<file path="src/rtl/calc_pkg.sv">
// Shared types and constants for the calculator operator-entry front end.
package calc_pkg;

    typedef enum logic [2:0] {
        S_GET_A  = 3'd0,
        S_GET_B  = 3'd1,
        S_GET_OP = 3'd2,
        S_ISSUE  = 3'd3,
        S_WAIT   = 3'd4,
        S_SHOW   = 3'd5
    } state_t;

    localparam logic [2:0] OP_ADD = 3'd0;
    localparam logic [2:0] OP_SUB = 3'd1;
    localparam logic [2:0] OP_AND = 3'd2;
    localparam logic [2:0] OP_OR  = 3'd3;
    localparam logic [2:0] OP_XOR = 3'd4;
    localparam logic [2:0] OP_NOT = 3'd5;
    localparam logic [2:0] OP_SHL = 3'd6;
    localparam logic [2:0] OP_SHR = 3'd7;

    localparam int KEY_ENTER  = 0;
    localparam int KEY_CANCEL = 1;

endpackage

</file>
<file path="src/rtl/calc_entry_seq_if.sv">
// Command/response handshake between the entry sequencer (master) and the calculator (slave).
interface calc_entry_seq_if;

    logic       cmd_valid;
    logic       cmd_ready;
    logic [3:0] cmd_a;
    logic [3:0] cmd_b;
    logic [2:0] cmd_op;
    logic       rsp_valid;
    logic [3:0] rsp_r;
    logic       rsp_ovf;

    modport master (
        output cmd_valid, cmd_a, cmd_b, cmd_op,
        input  cmd_ready, rsp_valid, rsp_r, rsp_ovf
    );

    modport slave (
        input  cmd_valid, cmd_a, cmd_b, cmd_op,
        output cmd_ready, rsp_valid, rsp_r, rsp_ovf
    );

endinterface

</file>
<file path="src/rtl/key_debounce.sv">
// Debouncer for one active-low pushbutton: 2-FF synchronizer, stability counter,
// and a one-cycle press pulse on an accepted released->pressed transition.
module key_debounce #(
    parameter int DEBOUNCE_CYCLES = 500000
) (
    input  logic clk,
    input  logic rst,
    input  logic key_n,
    output logic press
);

    localparam int CW = (DEBOUNCE_CYCLES > 1) ? $clog2(DEBOUNCE_CYCLES) : 1;

    logic          sync1;
    logic          sync2;
    logic          stable;
    logic [CW-1:0] cnt;

    // The counter only runs while the synchronized level disagrees with the accepted level,
    // so any bounce back to the accepted level restarts the stability window.
    always_ff @(posedge clk) begin
        if (rst) begin
            sync1  <= 1'b1;
            sync2  <= 1'b1;
            stable <= 1'b1;
            cnt    <= '0;
            press  <= 1'b0;
        end else begin
            sync1 <= key_n;
            sync2 <= sync1;
            press <= 1'b0;
            if (sync2 == stable) begin
                cnt <= '0;
            end else if (cnt == CW'(DEBOUNCE_CYCLES - 1)) begin
                stable <= sync2;
                cnt    <= '0;
                press  <= stable;
            end else begin
                cnt <= cnt + 1'b1;
            end
        end
    end

endmodule

</file>
<file path="src/rtl/calc_entry_seq.sv">
// Operator-entry sequencer: debounced keys step through A/B/opcode entry, issue one command,
// then capture and hold the result. Optional S_WAIT timeout enabled by CALC_TIMEOUT_EN.
module calc_entry_seq
    import calc_pkg::*;
#(
    parameter int DEBOUNCE_CYCLES = 500000,
    parameter int TIMEOUT_CYCLES  = 1024
) (
    input  logic             CLOCK_50,
    input  logic             RESET,
    input  logic [2:0]       KEY,
    input  logic [3:0]       SW,
    calc_entry_seq_if.master bus,
    output logic [3:0]       disp_r,
    output logic             disp_ovf,
    output logic [2:0]       phase
);

    logic [2:0] key_press;
    logic       enter_p;
    logic       cancel_p;
    logic       cancel_ok;
    logic       unused_key2;

    state_t     state;
    logic       cmd_valid;
    logic [3:0] cmd_a;
    logic [3:0] cmd_b;
    logic [2:0] cmd_op;

    for (genvar k = 0; k < 3; k++) begin : g_key
        key_debounce #(.DEBOUNCE_CYCLES(DEBOUNCE_CYCLES)) u_debounce (
            .clk   (CLOCK_50),
            .rst   (RESET),
            .key_n (KEY[k]),
            .press (key_press[k])
        );
    end

    assign enter_p     = key_press[KEY_ENTER];
    assign cancel_p    = key_press[KEY_CANCEL];
    assign unused_key2 = key_press[2];

    // Cancel is locked out while a command is outstanding so valid is never withdrawn
    // and a response is never orphaned.
    assign cancel_ok = cancel_p && (state != S_ISSUE) && (state != S_WAIT);

    assign phase         = state;
    assign bus.cmd_valid = cmd_valid;
    assign bus.cmd_a     = cmd_a;
    assign bus.cmd_b     = cmd_b;
    assign bus.cmd_op    = cmd_op;

`ifdef CALC_TIMEOUT_EN
    localparam int TW = (TIMEOUT_CYCLES > 1) ? $clog2(TIMEOUT_CYCLES) : 1;
    logic [TW-1:0] tmo_cnt;
`else
    localparam int unused_timeout_cycles = TIMEOUT_CYCLES;
`endif

    always_ff @(posedge CLOCK_50) begin
        if (RESET) begin
            state     <= S_GET_A;
            cmd_valid <= 1'b0;
            cmd_a     <= '0;
            cmd_b     <= '0;
            cmd_op    <= '0;
            disp_r    <= '0;
            disp_ovf  <= 1'b0;
`ifdef CALC_TIMEOUT_EN
            tmo_cnt   <= '0;
`endif
        end else if (cancel_ok) begin
            state    <= S_GET_A;
            cmd_a    <= '0;
            cmd_b    <= '0;
            cmd_op   <= '0;
            disp_r   <= '0;
            disp_ovf <= 1'b0;
        end else begin
            unique case (state)
                S_GET_A: if (enter_p) begin
                    cmd_a <= SW;
                    state <= S_GET_B;
                end
                S_GET_B: if (enter_p) begin
                    cmd_b <= SW;
                    state <= S_GET_OP;
                end
                S_GET_OP: if (enter_p) begin
                    cmd_op    <= SW[2:0];
                    cmd_valid <= 1'b1;
                    state     <= S_ISSUE;
                end
                S_ISSUE: if (bus.cmd_ready) begin
                    cmd_valid <= 1'b0;
                    state     <= S_WAIT;
`ifdef CALC_TIMEOUT_EN
                    tmo_cnt   <= '0;
`endif
                end
                S_WAIT: begin
                    if (bus.rsp_valid) begin
                        disp_r   <= bus.rsp_r;
                        disp_ovf <= bus.rsp_ovf;
                        state    <= S_SHOW;
                    end
`ifdef CALC_TIMEOUT_EN
                    else if (tmo_cnt == TW'(TIMEOUT_CYCLES - 1)) begin
                        disp_r   <= '0;
                        disp_ovf <= 1'b1;
                        state    <= S_SHOW;
                    end else begin
                        tmo_cnt <= tmo_cnt + 1'b1;
                    end
`endif
                end
                S_SHOW: if (enter_p) begin
                    state <= S_GET_A;
                end
                default: begin
                    state     <= S_GET_A;
                    cmd_valid <= 1'b0;
                end
            endcase
        end
    end

endmodule

</file>
<file path="src/flat_wrapper.sv">
// flat-port wrapper written by rule: the top's interface ports become plain ports
module calc_entry_seq_flat import calc_pkg::*;
#(
    parameter int DEBOUNCE_CYCLES = 500000,
    parameter int TIMEOUT_CYCLES  = 1024
)
  (CLOCK_50, RESET, KEY, SW, disp_r, disp_ovf, phase, bus_cmd_valid, bus_cmd_a, bus_cmd_b, bus_cmd_op, bus_cmd_ready, bus_rsp_valid, bus_rsp_r, bus_rsp_ovf);
  calc_entry_seq_if bus_i ();
  input  logic CLOCK_50;
  input  logic RESET;
  input  logic [2:0] KEY;
  input  logic [3:0] SW;
  output logic [3:0] disp_r;
  output logic disp_ovf;
  output logic [2:0] phase;
  output wire logic [$bits(bus_i.cmd_valid)-1:0] bus_cmd_valid;
  output wire logic [$bits(bus_i.cmd_a)-1:0] bus_cmd_a;
  output wire logic [$bits(bus_i.cmd_b)-1:0] bus_cmd_b;
  output wire logic [$bits(bus_i.cmd_op)-1:0] bus_cmd_op;
  input wire logic [$bits(bus_i.cmd_ready)-1:0] bus_cmd_ready;
  input wire logic [$bits(bus_i.rsp_valid)-1:0] bus_rsp_valid;
  input wire logic [$bits(bus_i.rsp_r)-1:0] bus_rsp_r;
  input wire logic [$bits(bus_i.rsp_ovf)-1:0] bus_rsp_ovf;
  assign bus_cmd_valid = bus_i.cmd_valid;
  assign bus_cmd_a = bus_i.cmd_a;
  assign bus_cmd_b = bus_i.cmd_b;
  assign bus_cmd_op = bus_i.cmd_op;
  assign bus_i.cmd_ready = bus_cmd_ready;
  assign bus_i.rsp_valid = bus_rsp_valid;
  assign bus_i.rsp_r = bus_rsp_r;
  assign bus_i.rsp_ovf = bus_rsp_ovf;
  calc_entry_seq #(.DEBOUNCE_CYCLES(DEBOUNCE_CYCLES), .TIMEOUT_CYCLES(TIMEOUT_CYCLES)) u_core (.CLOCK_50(CLOCK_50), .RESET(RESET), .KEY(KEY), .SW(SW), .bus(bus_i), .disp_r(disp_r), .disp_ovf(disp_ovf), .phase(phase));
endmodule
</file>
<file path="config.mk">
export PLATFORM = sky130hd
export DESIGN_NAME = calc_entry_seq_flat
export DESIGN_NICKNAME = d
export VERILOG_FILES = /design/src/rtl/calc_pkg.sv /design/src/rtl/calc_entry_seq_if.sv /design/src/rtl/key_debounce.sv /design/src/rtl/calc_entry_seq.sv /design/src/flat_wrapper.sv
export SDC_FILE = /design/constraint.sdc
export NUM_CORES = 1
export LEC_CHECK = 0
export ABC_AREA = 1
export CAP_MARGIN = 20
export CORE_ASPECT_RATIO = 1.5
export CORE_MARGIN = 2
export CORE_UTILIZATION = 55
export DETAILED_ROUTE_END_ITERATION = 12
export GPL_TIMING_DRIVEN = 0
export PLACE_DENSITY = 0.87
export SYNTH_ARGS = -nofsm -noshare
export SYNTH_HDL_FRONTEND = slang
export SYNTH_SLANG_ARGS = --single-unit
</file>
<file path="constraint.sdc">
create_clock -name CLOCK_50 -period 4.1 [get_ports CLOCK_50]
set_clock_uncertainty 0.15 [all_clocks]
set_input_delay 0.82 -clock CLOCK_50 [delete_from_list [all_inputs] [get_ports CLOCK_50]]
set_output_delay 0.82 -clock CLOCK_50 [all_outputs]
set_load 0.02 [all_outputs]
</file>
# == Yosys cells after proc, flatten, opt, wreduce, memory -nomap -nowiden ==
# Cells that the tools add are included.
# word_totals
in_bits,16
output_inout_bits,20
regBits,66
# op_classes
reduce_logical,17
n_addsub,2
eq_ne,17
n_bitwise,6
n_mux,10
# ops
operator,n
$add 19x1->19 const B,2
$eq 19x19->1 const B,2
$mux 3,6
$pmux 3 s6,1
$ne 2x2->1 const B,6
$reduce_and 2->1,6
$reduce_or 3->1,4
$eq 3x2->1 const B,2
$eq 3x3->1 const B,2
$not 1->1,6
$reduce_and 6->1,1
$reduce_and 4->1,1
$reduce_or 4->1,1
$eq 3x1->1 const B,1
$logic_not 3->1,1
$ne 3x2->1 const B,1
$ne 3x3->1 const B,1
$pmux 1 s3,1
$eq 1x1->1,2
$logic_and 1x1->1,2
$mux 1,2
$reduce_or 2->1,1

# == Logic depth before layout (Yosys ltp) ==
# Gate-level depths: netlist (run 1).
# logic_depth
ltp_word,5
mapped_depth,9
ltp_nobuf,9

# == Modules after synthesis ==
# From an unflattened synthesis (run 1), not the netlist that was laid out.
# hier_totals
hier_cells,444
area_unflattened_um2,3215.6
# by_module_without_submodules
module,instances,cells_per_inst,area_each_um2
key_debounce at u_core.g_key[0].u_debounce,1,168,1168.6
key_debounce at u_core.g_key[1].u_debounce,1,156,1142.3
calc_entry_seq,1,120,904.6

# == Worst setup path before layout (run 1) ==
# Ideal clock, no wire load.
# synth_path
kind,input port to flip-flop
start,input RESET
end,register u_core.g_key[0].u_debounce.cnt[0]
path_stages,6
t_arrival_ps,1544
required_ps,3886
path_buffers,1
slack_ps,2342
setup_time_ps,64
path_cell_list,inv_1 -> nand2_1 -> nor2_1 -> nand2_2 -> buf_4 -> nor2_1
# synth_via
elab_chain_cells,1
# synth_rtl
element,line,text
start: declaration,flat_wrapper.sv:10,input logic RESET;
$reduce_or 3->1 (no line),n/a,
end signal: assignment,key_debounce.sv:39,cnt <= cnt + 1'b1;
end: declaration,key_debounce.sv:17,logic [CW-1:0] cnt;
# No other way between the ends.
# A chain may end at the register's enable or synchronous reset.

# == Final worst setup path (run 1) ==
# layout_path
start,register u_core.state[2] (netlist: u_core.phase[2])
end,output phase[2]
# layout_rtl
element,line,text
start: declaration,calc_entry_seq.sv:25,state_t state;
start signal: assignment,calc_entry_seq.sv:63,state <= S_GET_A;
start signal: assignment,calc_entry_seq.sv:74,state <= S_GET_A;
start signal: assignment,calc_entry_seq.sv:84,state <= S_GET_B;
end: declaration,flat_wrapper.sv:15,output logic [2:0] phase;
# No word-level cell between the ends.

==> impl_metrics.env, run 1 <==
export IMPL_status="completed"
export IMPL_ir_drop_mv=0.266
export IMPL_antenna_found_initial=0
export IMPL_wire_per_inst_um=12.9
export IMPL_vias=3015
export IMPL_synth_distinct_cells=26
export IMPL_synth_main_ff_cell="dfxtp_1"
export IMPL_floorplan_initialDensity_pct=57.3
export IMPL_wl_met3_um=314
export IMPL_place_congestion=0.969
export IMPL_cp_num_buf_inv=1
export IMPL_hold_viol_final=0
export IMPL_end_kind="output port"
export IMPL_rsz0062_at_grt="no"
export IMPL_path_clk_slew_ps=70
export IMPL_min_delay_path_class="flop to flop"
export IMPL_cts_tree="done"
export IMPL_maxCapViolCount=0
export IMPL_drive_above_1_share_pct=10.4
export IMPL_drc_errors=0
export IMPL_synth_seq_cells=66
export IMPL_top_layer="met4"
export IMPL_die_area_um2=6350
export IMPL_cts_hold_buf=0
export IMPL_r2r_start="u_core.g_key[0].u_debounce.cnt[0]"
export IMPL_combPwrFrac_pct=2.5
export IMPL_ys_seq_area_share_pct=42.0
export IMPL_fp_dieW_um=65.7
export IMPL_clock_path_buffers=2
export IMPL_clkSinkCount=66
export IMPL_syn_avg_cell_area_um2=7.02
export IMPL_synth_nets=466
export IMPL_post_cts_resize_count=0
export IMPL_firstDrtPassIters=4
export IMPL_fmax_ghz=0.406
export IMPL_cp_required_ps=3130
export IMPL_detail_route_antenna_nets=0
export IMPL_track_usage_pct=24.3
export IMPL_leakagePower_nw=1.29
export IMPL_worstPathArrival_ps=1490
export IMPL_io_pins=36
export IMPL_synth_area_top_cells="dfxtp_1 42%, nand2_1 15%, nor2_1 10%, nand3_1 4.9%, inv_1 4.5%"
export IMPL_wirelength_um=7300
export IMPL_syn_area_um2=3140
export IMPL_die_h_um=96.6
export IMPL_cpLargestDelayFamily="buffers and inverters"
export IMPL_cpMaxStageDelayCell="clkdlybuf4s50_1"
export IMPL_path_max_fanout=6
export IMPL_netlist_instances=448
export IMPL_wl_met2_um=3890
export IMPL_areaGrowthSynthToFinish_pct=20.6
export IMPL_p_per_area_nw_per_um2=339
export IMPL_cpPeakStageDelay_ps=660
export IMPL_post_cts_buffers=0
export IMPL_yosysWarnings=0
export IMPL_setup_viol=0
export IMPL_p_total_mw=1.29
export IMPL_worst_pin_slew_ps=396
export IMPL_clockPowerShare_pct=47.4
export IMPL_internal_power_mw=1.02
export IMPL_htree_levels=3
export IMPL_wl_met1_um=2870
export IMPL_setup_tns_ps=0
export IMPL_grt_pass1_vias=2873
export IMPL_port_buffers=34
export IMPL_cts_root_buf="clkbuf_8"
export IMPL_crit_chain="clkdlybuf4s50_1"
export IMPL_p_sw_share_pct=21.0
export IMPL_hold_slack_ps=266
export IMPL_overflow=0
export IMPL_synth_edf_count=0
export IMPL_core_um2=5490
export IMPL_grt_pass1_wl_um=12100
export IMPL_power_switching_uw=270
export IMPL_path_class="flop to output port"
export IMPL_clk_latency_ps=350
export IMPL_hold_path_startpoint="u_core.g_key[1].u_debounce.sync1"
export IMPL_place_hpwl_um=5140
export IMPL_relSlewSlack_pct=73.4
export IMPL_synth_async_reset_ratio_pct=0
export IMPL_layout_min_cycle_time_ps=2460
export IMPL_synth_top_area_share_pct=42.0
export IMPL_synth_top_area_cell="dfxtp_1"
export IMPL_final_nets=511
export IMPL_power_frac_seq_pct=50.1
export IMPL_cp_startpoint="u_core.phase[2]"
export IMPL_via_per_inst=5.31
export IMPL_cp_start_kind="flop"
export IMPL_rows=33
export IMPL_drt_iter0_drc=175
export IMPL_min_period_over_period_pct=60.1
export IMPL_n_fill_cell=450
export IMPL_cts_inserted_buffers=9
export IMPL_post_route_util_pct=69.0
export IMPL_slew_viol_final=0
export IMPL_grt_max_degree=12
export IMPL_diodes=0
## synthesized netlist by cell type, types with 3 or more instances
cell type	n
inv_1	38
or2_2	5
a21oi_1	18
nor2_2	3
nand2_2	4
xor2_1	14
nor2_1	85
nand3_1	31
a21oi_2	10
inv_2	3
dfxtp_1	66
nand4_1	12
nor3_1	5
nand3_2	6
o21ai_0	6
xnor2_1	6
nand2_1	123
## layer usage
metal / vias to the layer above / GRT usage, %
met4: 0 / 12.0
li1: 1515 / -
met1: 1386 / 25.2
met3: 22 / 6.05
met5: - / 0
met2: 92 / 43.6
## through the flow
step	worst slack, ps	std cells	instance area, µm²
after floorplan	2340	448	3140
after global placement	1660	552	3570
after detailed placement	1600	552	3570
after CTS	1650	568	3790
after global routing	1610	568	3790
final	1640	568	3790
## logic make-up after synthesis
logic type	share of synthesized area (%)
and+or+nand+nor	39.0
AOI/OAI and AO/OA	6.61
adders and majority gates	0.796
xor gates and xnor gates	5.57
DFF	42.0
buffers and inverters	6.01
## power groups by stage
stage	logic [mW]	registers, mW	clock network [mW]
3_5_place_dp	0.0314	0.659	0
4_1_cts	0.0316	0.645	0.613
5_1_grt	0.0342	0.645	0.639
6_report	0.0315	0.645	0.610
3_3_place_gp	0.0308	0.659	0
2_1_floorplan	0.0123	0.659	0
## layout make-up
| class | count | area [µm²] | share of cell area [%] |
|---|---|---|---|
| clock inverter | 5 | 77.6 | 2.05 |
| timing repair buffer | 34 | 340 | 8.98 |
| buffer | 4 | 35.0 | 0.924 |
| tap | 70 | 87.6 | 2.31 |
| clock buffer | 11 | 141 | 3.73 |
| inverter | 41 | 154 | 4.06 |
| sequential | 66 | 1320 | 34.9 |
| multi-input combinational | 337 | 1630 | 43.1 |
## state kept, by name, indices dropped and copies added, names as in the netlist
register                        cells
u_core.g_key.u_debounce.cnt        38
u_core.bus.cmd_a                    4
u_core.bus.cmd_b                    4
u_core.disp_r                       4
u_core.bus.cmd_op                   3
u_core.phase                        3
u_core.g_key.u_debounce.press       2
u_core.g_key.u_debounce.stable      2
u_core.g_key.u_debounce.sync1       2
u_core.g_key.u_debounce.sync2       2
u_core.bus.cmd_valid                1
u_core.disp_ovf                     1
## cell usage in the layout (no fill, tap or decap), types with 3 or more instances in the layout
| cell type | n |
|---|---|
| nand4_1 | 12 |
| nor2_2 | 3 |
| a21oi_1 | 18 |
| nand2_2 | 4 |
| nand3_1 | 31 |
| nand3_2 | 6 |
| o21ai_0 | 6 |
| inv_2 | 3 |
| dfxtp_1 | 66 |
| clkdlybuf4s50_1 | 34 |
| inv_1 | 38 |
| nand2_1 | 123 |
| nor2_1 | 85 |
| a21oi_2 | 10 |
| nor3_1 | 5 |
| or2_2 | 5 |
| clkbuf_8 | 10 |
| xor2_1 | 14 |
| xnor2_1 | 6 |
## worst paths after layout
path / end / slack [ps] / cells past startpoint
worst max-delay path: phase[2] / 1640 / 1
worst min-delay path: u_core.g_key[1].u_debounce.sync2 / 270 / 1
worst max register to register: u_core.g_key[0].u_debounce.cnt[0] / 2340 / 7
worst min register to register: u_core.g_key[1].u_debounce.sync2 / 270 / 1
(Power assumes the default switching activity.)
==> inputs of run 2 (changes only) <==
--- a/config.mk
+++ b/config.mk
@@ -9,10 +9,10 @@
 export CAP_MARGIN = 20
 export CORE_ASPECT_RATIO = 1.5
 export CORE_MARGIN = 2
-export CORE_UTILIZATION = 55
+export CORE_UTILIZATION = 50
 export DETAILED_ROUTE_END_ITERATION = 12
 export GPL_TIMING_DRIVEN = 0
-export PLACE_DENSITY = 0.87
+export PLACE_DENSITY = 0.84
 export SYNTH_ARGS = -nofsm -noshare
 export SYNTH_HDL_FRONTEND = slang
 export SYNTH_SLANG_ARGS = --single-unit
==> constraint.sdc (replaced) <==
create_clock -name CLOCK_50 -period 2 [get_ports CLOCK_50]
set_clock_uncertainty 0.15 [all_clocks]
set_input_delay 0.4 -clock CLOCK_50 [delete_from_list [all_inputs] [get_ports CLOCK_50]]
set_output_delay 0.4 -clock CLOCK_50 [all_outputs]
set_load 0.02 [all_outputs]
==> run 2 against run 1 <==
  * First-iteration DRC count down 10%
  * Critical path depth unchanged
  * Critical path type unchanged
  * Non-clock buffer count unchanged
  * Largest cell class unchanged
  * Die area up 9.5%
  * Flip-flop and latch count unchanged
  * Sequential share of layout area up 0.19 points
==> impl_metrics.env, run 2 (synthesized netlist as in run 1, its figures left out) <==
export IMPL_port_buffers=34
export IMPL_grt_pass1_wl_um=10900
export IMPL_detail_route_antenna_nets=0
export IMPL_clock_path_buffers=2
export IMPL_slew_viol_final=0
export IMPL_min_delay_path_class="flop to flop"
export IMPL_placedCellCount=556
export IMPL_p_total_mw=2.46
export IMPL_place_hpwl_um=4900
export IMPL_crit_chain="clkdlybuf4s50_1"
export IMPL_wirelength_um=6600
export IMPL_hold_viol_final=0
export IMPL_cts_tree="done"
export IMPL_largest_register_ffs=38
export IMPL_overflow=0
export IMPL_worstPathArrival_ps=1310
export IMPL_layout_min_cycle_time_ps=1860
export IMPL_path_clk_slew_ps=70
export IMPL_track_usage_pct=20.4
export IMPL_firstDrtPassIters=4
export IMPL_place_area_um2=3580
export IMPL_grt_pass1_vias=2693
export IMPL_diodes=0
export IMPL_rrSetupSlack_ps=210
export IMPL_cpPeakStageDelay_ps=620
export IMPL_p_per_area_nw_per_um2=652
export IMPL_cp_num_buf_inv=1
export IMPL_layout_commonest_cell="nand2_1"
export IMPL_io_pins=36
export IMPL_status="completed"
export IMPL_vias=2927
export IMPL_die_h_um=101
export IMPL_core_um2=6130
export IMPL_fp_dieW_um=68.8
export IMPL_final_cell_count_no_fill=572
export IMPL_cp_start_kind="flop"
export IMPL_clk_latency_ps=340
export IMPL_ir_drop_mv=0.447
export IMPL_path_class="flop to output port"
export IMPL_setup_viol=0
export IMPL_cts_hold_buf=0
export IMPL_n_fill_cell=545
export IMPL_layout_common_cells="123 x nand2_1, 85 x nor2_1, 66 x dfxtp_1"
export IMPL_leakagePower_nw=1.30
export IMPL_floorplan_initialDensity_pct=51.3
export IMPL_cpMaxStageDelayCell="clkdlybuf4s50_1"
export IMPL_grt_max_degree=13
export IMPL_htree_levels=3
export IMPL_via_per_inst=5.12
export IMPL_drt_iter0_drc=157
export IMPL_cpLargestDelayFamily="buffers and inverters"
export IMPL_wire_per_inst_um=11.5
export IMPL_relSlewSlack_pct=75.1
export IMPL_cts_root_buf="clkbuf_8"
export IMPL_rows=35
export IMPL_maxCapViolCount=0
export IMPL_antenna_found_initial=0
export IMPL_drc_errors=0
export IMPL_rsz0062_at_grt="no"
export IMPL_finalInstanceArea_um2=3770
export IMPL_path_max_fanout=2
export IMPL_place_congestion=0.914
export IMPL_areaGrowthSynthToFinish_pct=19.9
export IMPL_min_period_over_period_pct=93.2
export IMPL_worst_pin_slew_ps=371
export IMPL_fmax_ghz=0.536
export IMPL_cts_inserted_buffers=9
export IMPL_drive_above_1_share_pct=10.6
export IMPL_end_kind="output port"
export IMPL_largest_register="u_core.g_key.u_debounce.cnt"
export IMPL_clkSinkCount=66
export IMPL_die_area_um2=6950
export IMPL_final_nets=511
export IMPL_cp_required_ps=1450
## run 2: changes by cell type in the layout (fill, tap and decap cells not counted)
| cell | before | now |
|---|---|---|
| clkdlybuf4s50_1 | 34 | 31 |
| clkinvlp_4 | 1 | 4 |
| dlygate4sd2_1 | 0 | 2 |
| bufinv_16 | 2 | 1 |
| clkbuf_1 | 1 | 0 |
| clkbuf_8 | 10 | 9 |
| dlymetal6s2s_1 | 0 | 1 |
## run 2: cell type report
class                      instances  area [µm²]  area share, %
multi-input combinational        337        1630           43.3
sequential                        66        1320           35.0
timing repair buffer              34         340           9.02
inverter                          41         154           4.08
clock buffer                       9         124           3.28
tap                               74        92.6           2.46
clock inverter                     7        70.1           1.86
buffer                             4        35.0          0.929
## run 2: final timing paths
| path | endpoint | cells past startpoint | startpoint |
|---|---|---|---|
| setup reg to reg | u_core.g_key[1].u_debounce.cnt[9] | 7 | u_core.g_key[1].u_debounce.cnt[0] |
| hold / removal | u_core.g_key[0].u_debounce.sync2 | 1 | u_core.g_key[0].u_debounce.sync1 |
| setup / recovery | bus_cmd_valid | 1 | u_core.bus.cmd_valid |
| hold reg to reg | u_core.g_key[0].u_debounce.sync2 | 1 | u_core.g_key[0].u_debounce.sync1 |
## run 2: where the power goes
part	switching [mW]	internal, mW	leakage [nW]
Clock	0.502	0.569	0.0873
Sequential	0.00324	1.32	0.533
Combinational	0.0306	0.0338	0.676
## run 2: what timing repair did
item | 4_1_cts | 5_1_grt
setup endpoints to repair | 2 | 1
gates resized for setup | 2 | 1
setup buffers | 0 | 0
## run 2: routing by layer
layer  up-vias  global-route usage, %  share of wire, %
met1      1292                   21.5                41
met5         -                      0                 0
met3        23                   4.25               6.0
met4         0                   12.1               2.7
met2       101                   35.8                50
li1       1511                      -                 -
## run 2: metrics by stage
| step | setup slack [ps] | hold WS (ps) | utilization (%) | setup TNS [ps] |
|---|---|---|---|---|
| floorplan | 480 | 239 | - | 0 |
| global placement | -9.99 | 251 | 58.3 | -77.3 |
| detailed placement | -85.3 | 245 | 58.3 | -823 |
| CTS | 18.7 | 261 | 61.5 | 0 |
| global route | 39.9 | 287 | 61.5 | 0 |
| finish | 135 | 260 | 61.5 | 0 |
==> inputs of run 3 (changes only) <==
--- a/config.mk
+++ b/config.mk
@@ -9,10 +9,12 @@
 export CAP_MARGIN = 20
 export CORE_ASPECT_RATIO = 1.5
 export CORE_MARGIN = 2
-export CORE_UTILIZATION = 50
+export CORE_UTILIZATION = 55
 export DETAILED_ROUTE_END_ITERATION = 12
 export GPL_TIMING_DRIVEN = 0
-export PLACE_DENSITY = 0.84
+export HOLD_SLACK_MARGIN = 0.03
+export PLACE_DENSITY = 0.87
+export SETUP_SLACK_MARGIN = 0.5
 export SYNTH_ARGS = -nofsm -noshare
 export SYNTH_HDL_FRONTEND = slang
 export SYNTH_SLANG_ARGS = --single-unit
==> constraint.sdc (replaced) <==
create_clock -name CLOCK_50 -period 1.8 [get_ports CLOCK_50]
set_clock_uncertainty 0.15 [all_clocks]
set_input_delay 0.36 -clock CLOCK_50 [delete_from_list [all_inputs] [get_ports CLOCK_50]]
set_output_delay 0.36 -clock CLOCK_50 [all_outputs]
set_load 0.02 [all_outputs]
==> run 3 against run 2 <==
  * Cell area is 30% higher
  * Combinational power increased by 100%
  * Critical path depth grew 5
  * Sequential power rose by 11%
  * Worst setup slack got worse by 82 ps
  * Wire length up 100%
  * Clock-buffer cell count unchanged
  * Critical endpoint is now u_core.g_key[0].u_debounce.cnt[8]
  * Largest power group is now clock
==> impl_metrics.env, run 3 (synthesized netlist as in run 1, its figures left out) <==
export IMPL_grt_pass1_vias=3315
export IMPL_diodes=0
export IMPL_cp_startpoint="u_core.g_key[0].u_debounce.cnt[15]"
export IMPL_hold_path_startpoint="bus_rsp_valid"
export IMPL_vias=3932
export IMPL_layout_common_cells="112 x nand2_1, 49 x nor2_1, 40 x buf_4"
export IMPL_largest_register="u_core.g_key.u_debounce.cnt"
export IMPL_via_per_inst=6.32
export IMPL_worstRegToRegCells=6
export IMPL_path_max_fanout=7
export IMPL_leakagePower_nw=1.71
export IMPL_worstPathArrival_ps=1850
export IMPL_cp_required_ps=1900
export IMPL_min_delay_path_class="input pin to flop"
export IMPL_wirelength_um=13200
export IMPL_cpMaxStageDelayCell="dfxtp_1"
export IMPL_drc_errors=0
export IMPL_place_congestion=0.937
export IMPL_r2r_start="u_core.g_key[0].u_debounce.cnt[15]"
export IMPL_wire_per_inst_um=21.2
export IMPL_clkSinkCount=66
export IMPL_combPwrFrac_pct=4.2
export IMPL_maxCapViolCount=0
export IMPL_die_h_um=96.6
export IMPL_cts_tree="done"
export IMPL_overflow=0
export IMPL_fp_dieW_um=65.7
export IMPL_final_nets=565
export IMPL_port_buffers=34
export IMPL_cp_num_buf_inv=1
export IMPL_relSlewSlack_pct=70.6
export IMPL_hold_viol_final=0
export IMPL_power_frac_seq_pct=46.4
export IMPL_holdPathStages=3
export IMPL_wl_met3_um=1230
export IMPL_firstDrtPassIters=5
export IMPL_die_area_um2=6350
export IMPL_slew_viol_final=0
export IMPL_p_sw_share_pct=22.4
export IMPL_clockPowerShare_pct=49.4
export IMPL_cts_root_buf="clkbuf_8"
export IMPL_io_pins=36
export IMPL_cp_start_kind="flop"
export IMPL_layout_commonest_cell="nand2_1"
export IMPL_areaGrowthSynthToFinish_pct=55.6
export IMPL_drive_above_1_share_pct=46.6
export IMPL_cpPeakStageDelay_ps=470
export IMPL_status="completed"
export IMPL_path_class="flop to flop"
export IMPL_core_um2=5490
export IMPL_detail_route_antenna_nets=0
export IMPL_cts_inserted_buffers=9
export IMPL_setup_tns_ps=0
export IMPL_internal_power_mw=2.44
export IMPL_cpLargestDelayFamily="simple AND/OR/NAND/NOR gates"
export IMPL_ir_drop_mv=0.708
export IMPL_hold_slack_ps=300
export IMPL_crit_cells=6
export IMPL_end_kind="flop"
export IMPL_rows=33
export IMPL_clock_path_buffers=2
export IMPL_p_per_area_nw_per_um2=642
export IMPL_path_clk_slew_ps=80
export IMPL_worst_pin_slew_ps=438
export IMPL_wl_met1_um=4400
export IMPL_track_usage_pct=29.2
export IMPL_wl_met2_um=6480
export IMPL_power_switching_uw=704
export IMPL_n_fill_cell=203
export IMPL_top_layer="met4"
export IMPL_largest_register_ffs=38
export IMPL_rsz0062_at_grt="yes"
export IMPL_crit_chain="nand4_1 -> nor2_4 -> nand3_4 -> nand2_8 -> clkbuf_16 -> nor2_1"
export IMPL_htree_levels=3
export IMPL_setup_viol=0
export IMPL_grt_max_degree=13
export IMPL_place_hpwl_um=5050
export IMPL_layout_min_cycle_time_ps=1750
export IMPL_drt_iter0_drc=462
export IMPL_grt_pass1_wl_um=14600
export IMPL_post_route_util_pct=89.1
export IMPL_fmax_ghz=0.573
export IMPL_clk_latency_ps=370
export IMPL_min_period_over_period_pct=97.0
export IMPL_antenna_found_initial=0
export IMPL_floorplan_initialDensity_pct=57.3
run 3: cell types whose count changed in the layout (fill, tap and decap cells not counted), moves of 10 or more:
cell,before,now
nand2_1,123,112
a21oi_1,18,3
dfxtp_2,0,39
dfxtp_1,66,20
clkdlybuf4s50_1,31,12
buf_4,1,40
a21oi_2,10,23
nor2_4,1,12
nor2_2,3,28
nand3_1,31,21
nor2_1,85,49
buf_6,2,33
run 3: power groups by stage:
| stage | logic [mW] | registers [mW] | clock network [mW] |
|---|---|---|---|
| final | 0.132 | 1.46 | 1.55 |
| after detailed placement | 0.0726 | 1.50 | 0 |
| after CTS | 0.0974 | 1.46 | 1.51 |
| after global placement | 0.0713 | 1.50 | 0 |
| after floorplan | 0.0285 | 1.50 | 0 |
| after global routing | 0.136 | 1.46 | 1.62 |
run 3: what timing repair did:
| action | 4_1_cts | 5_1_grt |
|---|---|---|
| pin swaps | 15 | 16 |
| gates cloned | 1 | 2 |
| gates resized for setup | 208 | 90 |
| setup endpoints to repair | 82 | 82 |
| setup buffers | 31 | 20 |
| hold buffers | 0 | 0 |
run 3: final cells by class:
cell class                      instances  area (µm²)  area share [%]
Buffer                                  4        53.8            1.10
Clock buffer                            9         124            2.53
Clock inverter                          7         118            2.40
Inverter                               41         171            3.50
Multi-Input combinational cell        337        2090            42.7
Sequential cell                        66        1400            28.5
Tap cell                               70        87.6            1.79
Timing Repair Buffer                   88         852            17.4
run 3: path summary, 6_finish.rpt:
| check | endpoint | slack [ps] |
|---|---|---|
| max reg2reg | u_core.g_key[0].u_debounce.cnt[8] | 50 |
| min | u_core.disp_r[3] | 300 |
| min reg2reg | u_core.g_key[1].u_debounce.sync2 | 300 |
| max | u_core.g_key[0].u_debounce.cnt[8] | 50 |
run 3: worst min-delay path, cell delays in order:
cell and delay [ps]:
dlymetal6s2s_1 220, nand3_1 140, a21oi_2 60
run 3: metrics by stage:
stage          power (mW)  setup slack (ps)  area, µm²  instances
5_1_grt              3.21              67.1       4890        622
4_1_cts              3.07               381       4370        600
6_report             3.14              53.4       4890        622
2_1_floorplan        1.53               439       3210        448
3_3_place_gp         1.57              -157       3640        552
3_5_place_dp         1.57              -205       3640        552
run 3: metal layers:
metal / track usage (%) / vias up
li1: - / 1625
met1: 31.3 / 1796
met2: 52.0 / 372
met3: 5.93 / 139
met4: 14.7 / 0
met5: 0 / -
